File: config.mk
export PLATFORM = sky130hd
export DESIGN_NAME = gesture_power_sequencer
export DESIGN_NICKNAME = d
export VERILOG_FILES = /design/src/rtl/gesture_power_sequencer.sv
export SDC_FILE = /design/constraint.sdc
export NUM_CORES = 1
export LEC_CHECK = 0
export ABC_AREA = 1
export CAP_MARGIN = 20
export CORE_MARGIN = 2
export CORE_UTILIZATION = 46
export DETAILED_ROUTE_END_ITERATION = 8
export PLACE_DENSITY = 0.79
export SLEW_MARGIN = 40
export SYNTH_ARGS = -nofsm -noshare
export SYNTH_HDL_FRONTEND = slang
export SYNTH_SLANG_ARGS = --single-unit
export TNS_END_PERCENT = 30
File: constraint.sdc
create_clock -name clk -period 1.57 [get_ports clk]
set_input_delay 0.2355 -clock clk [delete_from_list [all_inputs] [get_ports clk]]
set_output_delay 0.2355 -clock clk [all_outputs]
set_load 0.02 [all_outputs]
File: src/rtl/gesture_power_sequencer.sv
// rtl/gesture_power_sequencer.sv - two-gesture hood power on/off sequencer with timed window
// Optional sticky timeout_flag output is enabled by defining GESTURE_TIMEOUT_FLAG_EN.
module gesture_power_sequencer #(
  parameter int CNT_W = 32
) (
  input  logic             clk,
  input  logic             reset,
  input  logic             gesture_left,
  input  logic             gesture_right,
  input  logic [CNT_W-1:0] window_ticks,
  output logic             power_on,
  output logic [1:0]       state,
  output logic             window_active,
  output logic [CNT_W-1:0] window_remaining,
  output logic             timeout_pulse
`ifdef GESTURE_TIMEOUT_FLAG_EN
  ,
  output logic             timeout_flag
`endif
);

  typedef enum logic [1:0] {
    S_OFF     = 2'b00,
    S_ARM_ON  = 2'b01,
    S_ON      = 2'b10,
    S_ARM_OFF = 2'b11
  } state_t;

  localparam logic [CNT_W-1:0] ONE = {{(CNT_W-1){1'b0}}, 1'b1};

  state_t           st;
  logic             left_q;
  logic             right_q;
  logic [CNT_W-1:0] cnt;

  logic             rise_l;
  logic             rise_r;
  logic             expire;
  logic             completes;
  logic [CNT_W-1:0] arm_ticks;

  // Simultaneous rises cancel each other, so each rise_* is "this side only".
  always_comb begin
    rise_l    = gesture_left & ~left_q & ~(gesture_right & ~right_q);
    rise_r    = gesture_right & ~right_q & ~(gesture_left & ~left_q);
    arm_ticks = (window_ticks == '0) ? ONE : window_ticks;
    expire    = ((st == S_ARM_ON) || (st == S_ARM_OFF)) && (cnt == '0);
    completes = (cnt != '0) &&
                (((st == S_ARM_ON) && rise_r) || ((st == S_ARM_OFF) && rise_l));
  end

  assign state            = st;
  assign window_remaining = cnt;

  always_ff @(posedge clk or negedge reset) begin
    if (!reset) begin
      st            <= S_OFF;
      left_q        <= 1'b0;
      right_q       <= 1'b0;
      cnt           <= '0;
      power_on      <= 1'b0;
      window_active <= 1'b0;
      timeout_pulse <= 1'b0;
    end else begin
      left_q        <= gesture_left;
      right_q       <= gesture_right;
      timeout_pulse <= 1'b0;
      case (st)
        S_OFF: begin
          if (rise_l) begin
            st            <= S_ARM_ON;
            cnt           <= arm_ticks;
            window_active <= 1'b1;
          end
        end
        S_ON: begin
          if (rise_r) begin
            st            <= S_ARM_OFF;
            cnt           <= arm_ticks;
            window_active <= 1'b1;
          end
        end
        S_ARM_ON, S_ARM_OFF: begin
          // Expiry has priority, so an edge arriving with cnt==0 is dropped.
          if (expire) begin
            st            <= (st == S_ARM_ON) ? S_OFF : S_ON;
            timeout_pulse <= 1'b1;
            window_active <= 1'b0;
          end else if (completes) begin
            st            <= (st == S_ARM_ON) ? S_ON : S_OFF;
            power_on      <= (st == S_ARM_ON);
            cnt           <= '0;
            window_active <= 1'b0;
          end else if ((st == S_ARM_ON) ? rise_l : rise_r) begin
            cnt <= arm_ticks;
          end else begin
            cnt <= cnt - ONE;
          end
        end
      endcase
    end
  end

`ifdef GESTURE_TIMEOUT_FLAG_EN
  always_ff @(posedge clk or negedge reset) begin
    if (!reset) begin
      timeout_flag <= 1'b0;
    end else if (completes) begin
      timeout_flag <= 1'b0;
    end else if (expire) begin
      timeout_flag <= 1'b1;
    end
  end
`endif

endmodule

---- Yosys cells after proc, flatten, opt, wreduce, memory -nomap -nowiden ----
Index checks and enable logic that the tools add are counted.
storage, ports and cells
  register bits ........................... 39
  input port bits ......................... 36
  output and inout port bits .............. 37
  word-level logic and storage cells ...... 60
cells by class
  $add $sub $neg .......................... 1
  equal/unequal tests ..................... 7
  mux-type cells .......................... 22
  bitwise operators ....................... 9
  reduce and logical (&&, ||, !) cells .... 14
operators with widths
  cell                                                                    count
  32-bit 2-to-1 mux                                                       6
  32-bit case mux with 3 select lines                                     1
  32-bit logical NOT                                                      2
  32-bit nonzero test                                                     1
  32-bit by 1-bit subtractor with 32-bit output (second input constant)   1
  2-bit 2-to-1 mux                                                        6
  3-bit AND reduction                                                     3
  1-bit 2-to-1 mux                                                        7
  2-bit inequality test (second input constant)                           3
  2-bit case mux with 3 select lines                                      1
  1-bit inverter                                                          5
  1-bit bitwise AND                                                       4
  2-bit equality test (second input constant)                             2
  1-bit logical AND                                                       4
  3-bit inequality test (second input constant)                           1
  1-bit case mux with 3 select lines                                      1
  2-bit by 1-bit equality test with 1-bit output (second input constant)  1
  2-bit logical NOT                                                       1
  1-bit logical OR                                                        2
  2-bit OR reduction                                                      1

---- Logic depth before layout (Yosys ltp) ----
  depth in word-level cells ............... 10
  mapped depth ............................ 13
  depth with buffers taken out ............ 12

---- Worst setup path before layout ----
No wires, ideal clock.
  path kind ............................... register to register
  from .................................... register cnt[1], in the netlist window_remaining[1]
  to ...................................... register cnt[29], in the netlist window_remaining[29]
  library setup time ...................... 119 ps
  arrival time ............................ 1726 ps
  required time ........................... 1451 ps
  path slack .............................. -274 ps
  stages on the path, launching flop included .. 13
  buffers on the path ..................... 1
  clock period less this slack ............ 1844 ps
  cells stage by stage .................... dfrtp_1 inv_1 ha_1 nand2_2 nor2_4 nand2_4 nor2_8 nand2_4 nand2_4 nor2_4 buf_8 nand3_2 o21ai_2
on the way
  word-level cells in the longest chain between the ends .. 5
  elaborated cells between the ends (all ways) .. 11
  classes of those cells .................. add/sub: 1; eq/ne: 1; mux: 4; reduce/logical: 5
ends and longest elaborated chain
  item                                                                                         RTL line  source
  start: declaration                                                                           34        logic [CNT_W-1:0] cnt;
  start signal: assignment                                                                     72        cnt <= arm_ticks;
  start signal: assignment                                                                     79        cnt <= arm_ticks;
  start signal: assignment                                                                     95        cnt <= arm_ticks;
  32-bit by 1-bit subtractor with 32-bit output / 32-bit nonzero test (equally long branches)  97, 48
  32-bit 2-to-1 mux / 1-bit logical AND (equally long branches)                                94, 48
  32-bit 2-to-1 mux                                                                            89        end else if (completes) begin
  32-bit 2-to-1 mux                                                                            85        if (expire) begin
  32-bit case mux with 3 select lines                                                          68        case (st)
Several ways; a longest one is shown, not always the timed one. The select of a mux whose other input is x is not followed.
A chain may end at the register's enable or synchronous reset.

---- Worst setup path after layout ----
  from .................................... register cnt[10], in the netlist window_remaining[10]
  to ...................................... register cnt[4], in the netlist window_remaining[4]
on the way
  word-level cells in the longest chain between the ends .. 5
  elaborated cells between the ends (all ways) .. 9
  classes of those cells .................. eq/ne: 1; mux: 3; reduce/logical: 5
ends and longest elaborated chain
  item                                 RTL line  source
  32-bit nonzero test                  48        completes = (cnt != '0) &&
  1-bit logical AND                    48
  32-bit 2-to-1 mux                    89
  32-bit 2-to-1 mux                    85
  32-bit case mux with 3 select lines  68
Several ways; a longest one is shown, not always the timed one. The select of a mux whose other input is x is not followed.

==> out/results.txt <==
The run finished, with violations left. The checks that failed: setup timing. The run gives 2 as the maximum buffer depth of the clock tree.

In this run the remaining antenna-violating nets after routing total 0. Final cycle utilization of the critical path: 1.16. The buffering stage count on the worst path with inverters included is 1, and the fmax is 550 MHz. The total of flip-flops plus latches after synthesis is 39.

The worst setup margin came out at -0.247 ns. The minimum hold slack was 0.392 ns; the worst reg-to-reg path cell count was 8. The fraction of the mapped netlist area in adder cells was 0.00411.

The run gives 0 as the total of warnings raised by yosys. The logs give 0.772 for the share of the core filled with cells and 0.00728 mm^2 for the full die area. The final weighted congestion in routability-driven placement is 0.947, and the mean instance size in the synthesized netlist is 6.90 um^2.

The number of distinct library cells after synthesis came out at 39. Die span in y: 85.3 um. Layout cell share with drive strength beyond 1: 0.376. The logs give 2.35 nW for the leakage power total and 0.30 ns for the clock latency of the later-clocked register in the worst-skew pair.

The count of pins over their slew limit was 0. The number of nets handed over by synthesis was 478. The maximum level of the CTS H-tree is 2, and the number of antenna violations at the first check in global routing is 0.

After detailed routing, the total wire length is 11.6 mm. The tools report the endpoint of the worst-slack reg-to-reg timing path as window_remaining[4]. Summing over every cut layer, the via total after detailed routing is 3,964. The logs give 0.305 for the total global routing track utilization and 0.00452 mm^2 for the placed instance area. The count of final setup violators was 35. Counting I/O delays and the setup requirement, the final critical path takes 1.82 ns.

The area share of xor/xnor cells in the synthesized design was 0.0259; the port buffer count was 72. The initial core utilization is 0.476, and the areal power density over the cells is 2100 mW/mm^2. After technology mapping, the gate count stands at 441. Using the TritonRoute via totals, the vias-per-cell ratio works out to 5.69. The slowest stage of the critical path is the sky130_fd_sc_hd__dfrtp_2 cell. In the final routed layout, each cell accounts on average for 16.7 um. The flop-to-flop setup slack is -0.25 ns. The number of antenna diodes in the final layout is 0.

Entering global routing, the biggest net connects 40 pins. The via count of the first global-routing pass was 3,880. The critical setup path kind was flop to flop.

The startpoint of the worst-slack reg-to-reg timing path was window_remaining[10]. The count of routing violations after the opening detailed-route iteration is 453, and the setup skew after layout is 0.00408 ns. The run gives 17.7 mm as the wire length of the first global-routing pass.

The run gives 2.04 ns as the data arrival time of the worst path. The run gives 29 as the number of placement rows. Walking the worst path, the cells encountered are nor2_2 -> nand2_2 -> nor2_4 -> nand2_4 -> o21ai_4 -> nand3_4 -> buf_4 -> o21ai_2. The synthesized netlist occupies a cell area of 0.00304 mm^2. For the worst setup path, the data required time is 1.79 ns.

Setup repair after global routing could not meet its margin everywhere. The maximum fanout along the worst path came out at 7. For the DRC violations left, the log shows 0. The category of the worst setup path launch point was a flop.

The area fraction in and, or, nand and nor cells after synthesis is 0.422, and the worst relative slew slack is 0.643. After clock tree synthesis, the clock-pin slew on the worst setup and hold paths is 0.09 ns. Global routing finished with a remaining overflow of 0. Timing analysis after detailed placement gives a worst setup slack of -0.503 ns.

The number of cells on the critical path was 8; the standard cell core area was 0.00639 mm^2. The tools report the final hold violation count as 0. Following the worst setup path forward leads to its endpoint at window_remaining[4]. The most critical setup path has its startpoint at window_remaining[10]. For the pin with the worst max-slew slack, the measured transition is 0.536 ns.

The run gives 0.00493 mm^2 as the post-layout instance area. The worst setup path is captured at a flop. Die width: 85.3 um. The tools report the cell chosen for the clock root as sky130_fd_sc_hd__clkbuf_8. For the number of nets in the layout, the log shows 656. The path type of the worst min-delay path was input port to flop. TritonCTS built the clock tree. From synthesis to final layout, the design area changed by 62.1%. The post-synthesis compound-gate area fraction was 0.146; the count of pins on the block boundary was 73. The tools report the reported max-cap violation count as 0. On the critical path the largest part of the delay comes from simple AND/OR/NAND/NOR gates. The sequential area share after synthesis was 0.321; the sum of net half-perimeters after detailed placement was 8.01 mm. For the final routed database, the setup TNS stands at -6.56 ns. The peak supply drop is 1.30 mV, and the number of sinks driven by the clock tree is 39. The library cell used most frequently in the layout, excluding fill and tap cells, is sky130_fd_sc_hd__buf_4.

The mux cell area share after synthesis was 0; the CTS buffer count was 5. The number of search-and-repair iterations in the first detailed-routing pass was 5. The main combinational cell family by area after synthesis is simple AND/OR/NAND/NOR gates. The largest incremental delay on the critical path is 0.42 ns. In the layout the commonest cells are 101 x sky130_fd_sc_hd__buf_4, 100 x sky130_fd_sc_hd__nand2_1, 68 x sky130_fd_sc_hd__nor2_1.
worst min path at each step:
| stage | startpoint | to | slack, ns | cells after the start |
|---|---|---|---|---|
| 6_report | gesture_left | left_q | 0.39 | 1 |
| 5_1_grt | gesture_left | left_q | 0.39 | 1 |
| 4_1_cts | gesture_left | left_q | 0.39 | 1 |
| 3_5_place_dp | reset | left_q | 0.33 | 2 |
| 3_3_place_gp | reset | right_q | 0.32 | 2 |
| 2_1_floorplan | reset | asynchronous set/reset pin | -0.06 | 0 |
timing repair:
| item | 4_1_cts | 5_1_grt |
|---|---|---|
| endpoints found under the hold margin | 5 | 0 |
| gates cloned | 0 | 1 |
| buffers inserted | 9 | 6 |
| resized for setup | 60 | 28 |
| pin swaps | 11 | 16 |
| hold buffers | 1 | 0 |
| endpoints found under the setup margin | 69 | 37 |
layer usage:
metal,vias to the layer above,track usage,share of wire
li1,1778,-,-
met1,1843,0.371,0.37
met2,282,0.524,0.49
met3,61,0.0535,0.093
met4,0,0.143,0.044
met5,-,0,0
kinds of logic after synthesis:
kind of cell	count (synthesis)
AND/OR/NAND/NOR	275
AO/OA/AOI/OAI	63
buffers and inverters	54
flip-flops	39
XOR/XNOR	9
adder cells (fa/ha/maj)	1
through the flow:
| step | std cells | total power, mW |
|---|---|---|
| final | 697 | 10.3 |
| after global routing | 697 | 11.0 |
| after CTS | 690 | 9.88 |
| after detailed placement | 672 | 8.81 |
| after global placement | 672 | 8.59 |
| after floorplan | 441 | 5.62 |
cell type report:
cell class | instances | area [um^2]
repair buffers | 179 | 1520
multi-input cells | 349 | 2010
well taps | 77 | 96.3
clock inverters | 3 | 67.6
flip-flops and latches | 39 | 993
fillers | 438 | 1460
clock buffers | 5 | 68.8
inverters | 45 | 173
flip-flops by register name, indices dropped and copies added (netlist names), named ones only:
name / flops
state: 1
power_on: 1
left_q: 1
window_remaining: 32
timeout_pulse: 1
right_q: 1
window_active: 1
cells in the mapped netlist, drive strengths merged:
library cell	number	area (um^2)
ha	1	12.5
o22ai	10	93.8
xnor2	2	17.5
inv	44	168
nor3	2	10.0
a21oi	11	66.3
nor2	96	429
clkbuf	2	7.51
clkinv	1	5.00
o21ai	39	251
nand2	124	510
dfrtp	39	976
nand4	7	43.8
or2	3	18.8
buf	7	65.1
nand3	36	223
o211ai	2	25.0
nor4	2	12.5
xor2	7	61.3
o21a	1	7.51
nand3b	5	37.5
where the power goes:
part	total [mW]	switching, mW	leakage (nW)	internal [mW]
Combinational	7.36	4.10	1.85	3.26
Clock	1.04	0.410	0.0644	0.634
Sequential	1.94	0.387	0.441	1.55
No activity file was read; power rests on OpenSTA's default activity.
==> RTL change (config.mk and constraints unchanged) <==
Set the parameter `CNT_W` to 36 (it was 32).
--- a/src/rtl/gesture_power_sequencer.sv
+++ b/src/rtl/gesture_power_sequencer.sv
@@ -1,7 +1,7 @@
 // rtl/gesture_power_sequencer.sv - two-gesture hood power on/off sequencer with timed window
 // Optional sticky timeout_flag output is enabled by defining GESTURE_TIMEOUT_FLAG_EN.
 module gesture_power_sequencer #(
-  parameter int CNT_W = 32
+  parameter int CNT_W = 36
 ) (
   input  logic             clk,
   input  logic             reset,
Interface: changed (resized window_remaining and window_ticks); port bits go from 73 to 81. No check against the original RTL was run, so the function may have changed too.
==> RTL change against the unedited design <==
The flow still finishes with violations (setup timing); die area is 9.4% higher; clock skew is 10 ps higher; critical path depth is 1 higher; setup slack worse by 95 ps; sequential cell count is 4 higher; non-clock buffer count is 37 higher; cell area is 15% higher; sequential share of layout area is 0.54 points lower; wire length is 19% higher; area after synthesis is 9.9% higher; power is 12% higher; largest cell class unchanged; largest power group unchanged.
==> RTL change: results (changes against the unedited design) <==
Post-synthesis cell type count = 35 (-10%)
Status = finished with violations
Clock-pin slew on the worst setup and hold paths = 90 ps (about the same)
Drt wl/cell = 16.6 um (-0.18%)
Placed cell area = 0.00516 sq mm (+14%)
RD Place Congestion = 0.952 (+0.62%)
Min-delay worst type = input pin to flip-flop
Ant diodes = 0 (unchanged)
Fraction of the yosys area taken by sequential cells = 32.2% (+0.11 points)
Nets = 772 (+18%)
Synth Flop Type = dfrtp_1
Syn Nets = 561 (+17%)
Via/cell ratio = 5.57 (-2.1%)
LEAKAGE = 0.00262 uW (+11%)
CTS H-tree depth = 2 (unchanged)
CTS sink count = 43 (+10%)
Max reg flops = 36 (+13%)
Layout cell share with drive strength beyond 1 = 34.4% (-3.2 points)
DRT iter0 DRCs = 496 (+9.5%)
Root Driver = clkbuf_8
Fin worst setup slack = -342 ps (-94.8 ps)
Initial antenna violation count = 0 (unchanged)
Hpwl dp = 9220 um (+15%)
Largest net degree at the start of global routing = 44 (+10%)
Synth warn = 0 (unchanged)
Grt ovf = 0 (unchanged)
DRT Pass-1 Iters = 6 (+1)
Peak supply drop = 1890 uV (+45%)
Endpoints failing setup = 38 (+8.6%)
Crit path max-delay cell type = dfrtp_1
TritonCTS Buffers = 5 (unchanged)
Vias in the first global route = 4406 (+14%)
First-pass GRT wire length = 20600 um (+16%)
Crit path arrival time = 2140 ps (+100 ps)
Pre-CTS setup slack = -451 ps (+52.9 ps)
WL met2 = 6610 um (+15%)
Synth top cells by count = 142 x nand2_1, 99 x nor2_1, 43 x dfrtp_1, 43 x inv_1, 38 x nand3_1
Failing checks = setup timing
CTS max path bufs = 2 (unchanged)
Routed wl met3 = 1340 um (+24%)
Critical path's largest stage delay = 440 ps (+20 ps)
CP top delay family = simple AND/OR/NAND/NOR gates
Routed met1 length = 5160 um (+20%)
Hold Path Depth = 1 (unchanged)
Post-Route Setup TNS = -8020 ps (-1470 ps)
Total track usage = 33.9% (+3.4 points)
# fillers = 483 (+10%)
Asr flop ratio synth = 100% (unchanged)
Synth area leaders = dfrtp_1 32%, nand2_1 16%, nor2_1 11%
IO Port Bufs = 80 (+11%)
Clk_skew = 14.2 ps (+10.2 ps)
Clk_lat worst skew = 310 ps
Worst r2r path cells = 9 (+1)
Worst Tran Pin Value = 278 ps (-258 ps)
CP Max Fanout = 4 (-3)
Top Layer Used = met4
==> RTL change: stage by stage <==
stage,power (uW),util (%),instances
after detailed placement,9860,72.3,806
after floorplan,6150,-,520
after global routing,12300,79.1,831
final,11600,79.1,831
after global placement,9580,72.3,806
after CTS,10900,76.3,824
==> RTL change: what timing repair did <==
action | in CTS | in global routing
cloned | 1 | 0
pin swaps | 15 | 14
endpoints found under the setup margin | 78 | 41
buffers inserted | 8 | 7
endpoints found under the hold margin | 43 | 0
hold buffers | 1 | 0
gates resized for setup | 86 | 41
==> RTL change: worst paths after layout <==
kind | startpoint | to | slack (ps)
worst max-delay path | window_remaining[5]$_DFFE_PN0P_ | window_remaining[29]$_DFFE_PN0P_ | -340
worst min-delay path | gesture_left | left_q$_DFF_PN0_ | 390
worst min register to register | power_on$_DFFE_PN0P_ | power_on$_DFFE_PN0P_ | 510
max in group asynchronous | reset | window_remaining[23]$_DFFE_PN0P_ | 910
worst max register to register | window_remaining[5]$_DFFE_PN0P_ | window_remaining[29]$_DFFE_PN0P_ | -340
min in group asynchronous | reset | window_remaining[7]$_DFFE_PN0P_ | 420
==> RTL change: cells by family after synthesis <==
family | share of synthesized area (%)
adder cells (fa/ha/maj) | 0.374
AO/OA/AOI/OAI | 12.7
flip-flops | 32.2
buffers and inverters | 7.94
AND/OR/NAND/NOR | 42.9
XOR/XNOR | 3.93
==> RTL change: layout make-up <==
type / instances / area share, %
timing repair buffer: 216 / 32.8
sequential: 43 / 19.6
clock buffer: 7 / 1.35
tap: 99 / 2.19
multi-input combinational: 420 / 40.7
inverter: 45 / 3.26
clock inverter: 1 / 0.0886
==> RTL change: power by group <==
part           total, uW  internal, uW  switching, uW
clock                744           314            430
sequential          2320          1730            591
combinational       8560          3710           4840
==> RTL change: routing by layer <==
metal  vias to the layer above  global-route usage [%]
met5                         -                       0
met4                         0                    17.5
met3                        77                    6.65
met2                       310                    56.6
met1                      2154                    41.4
li1                       2085                       -
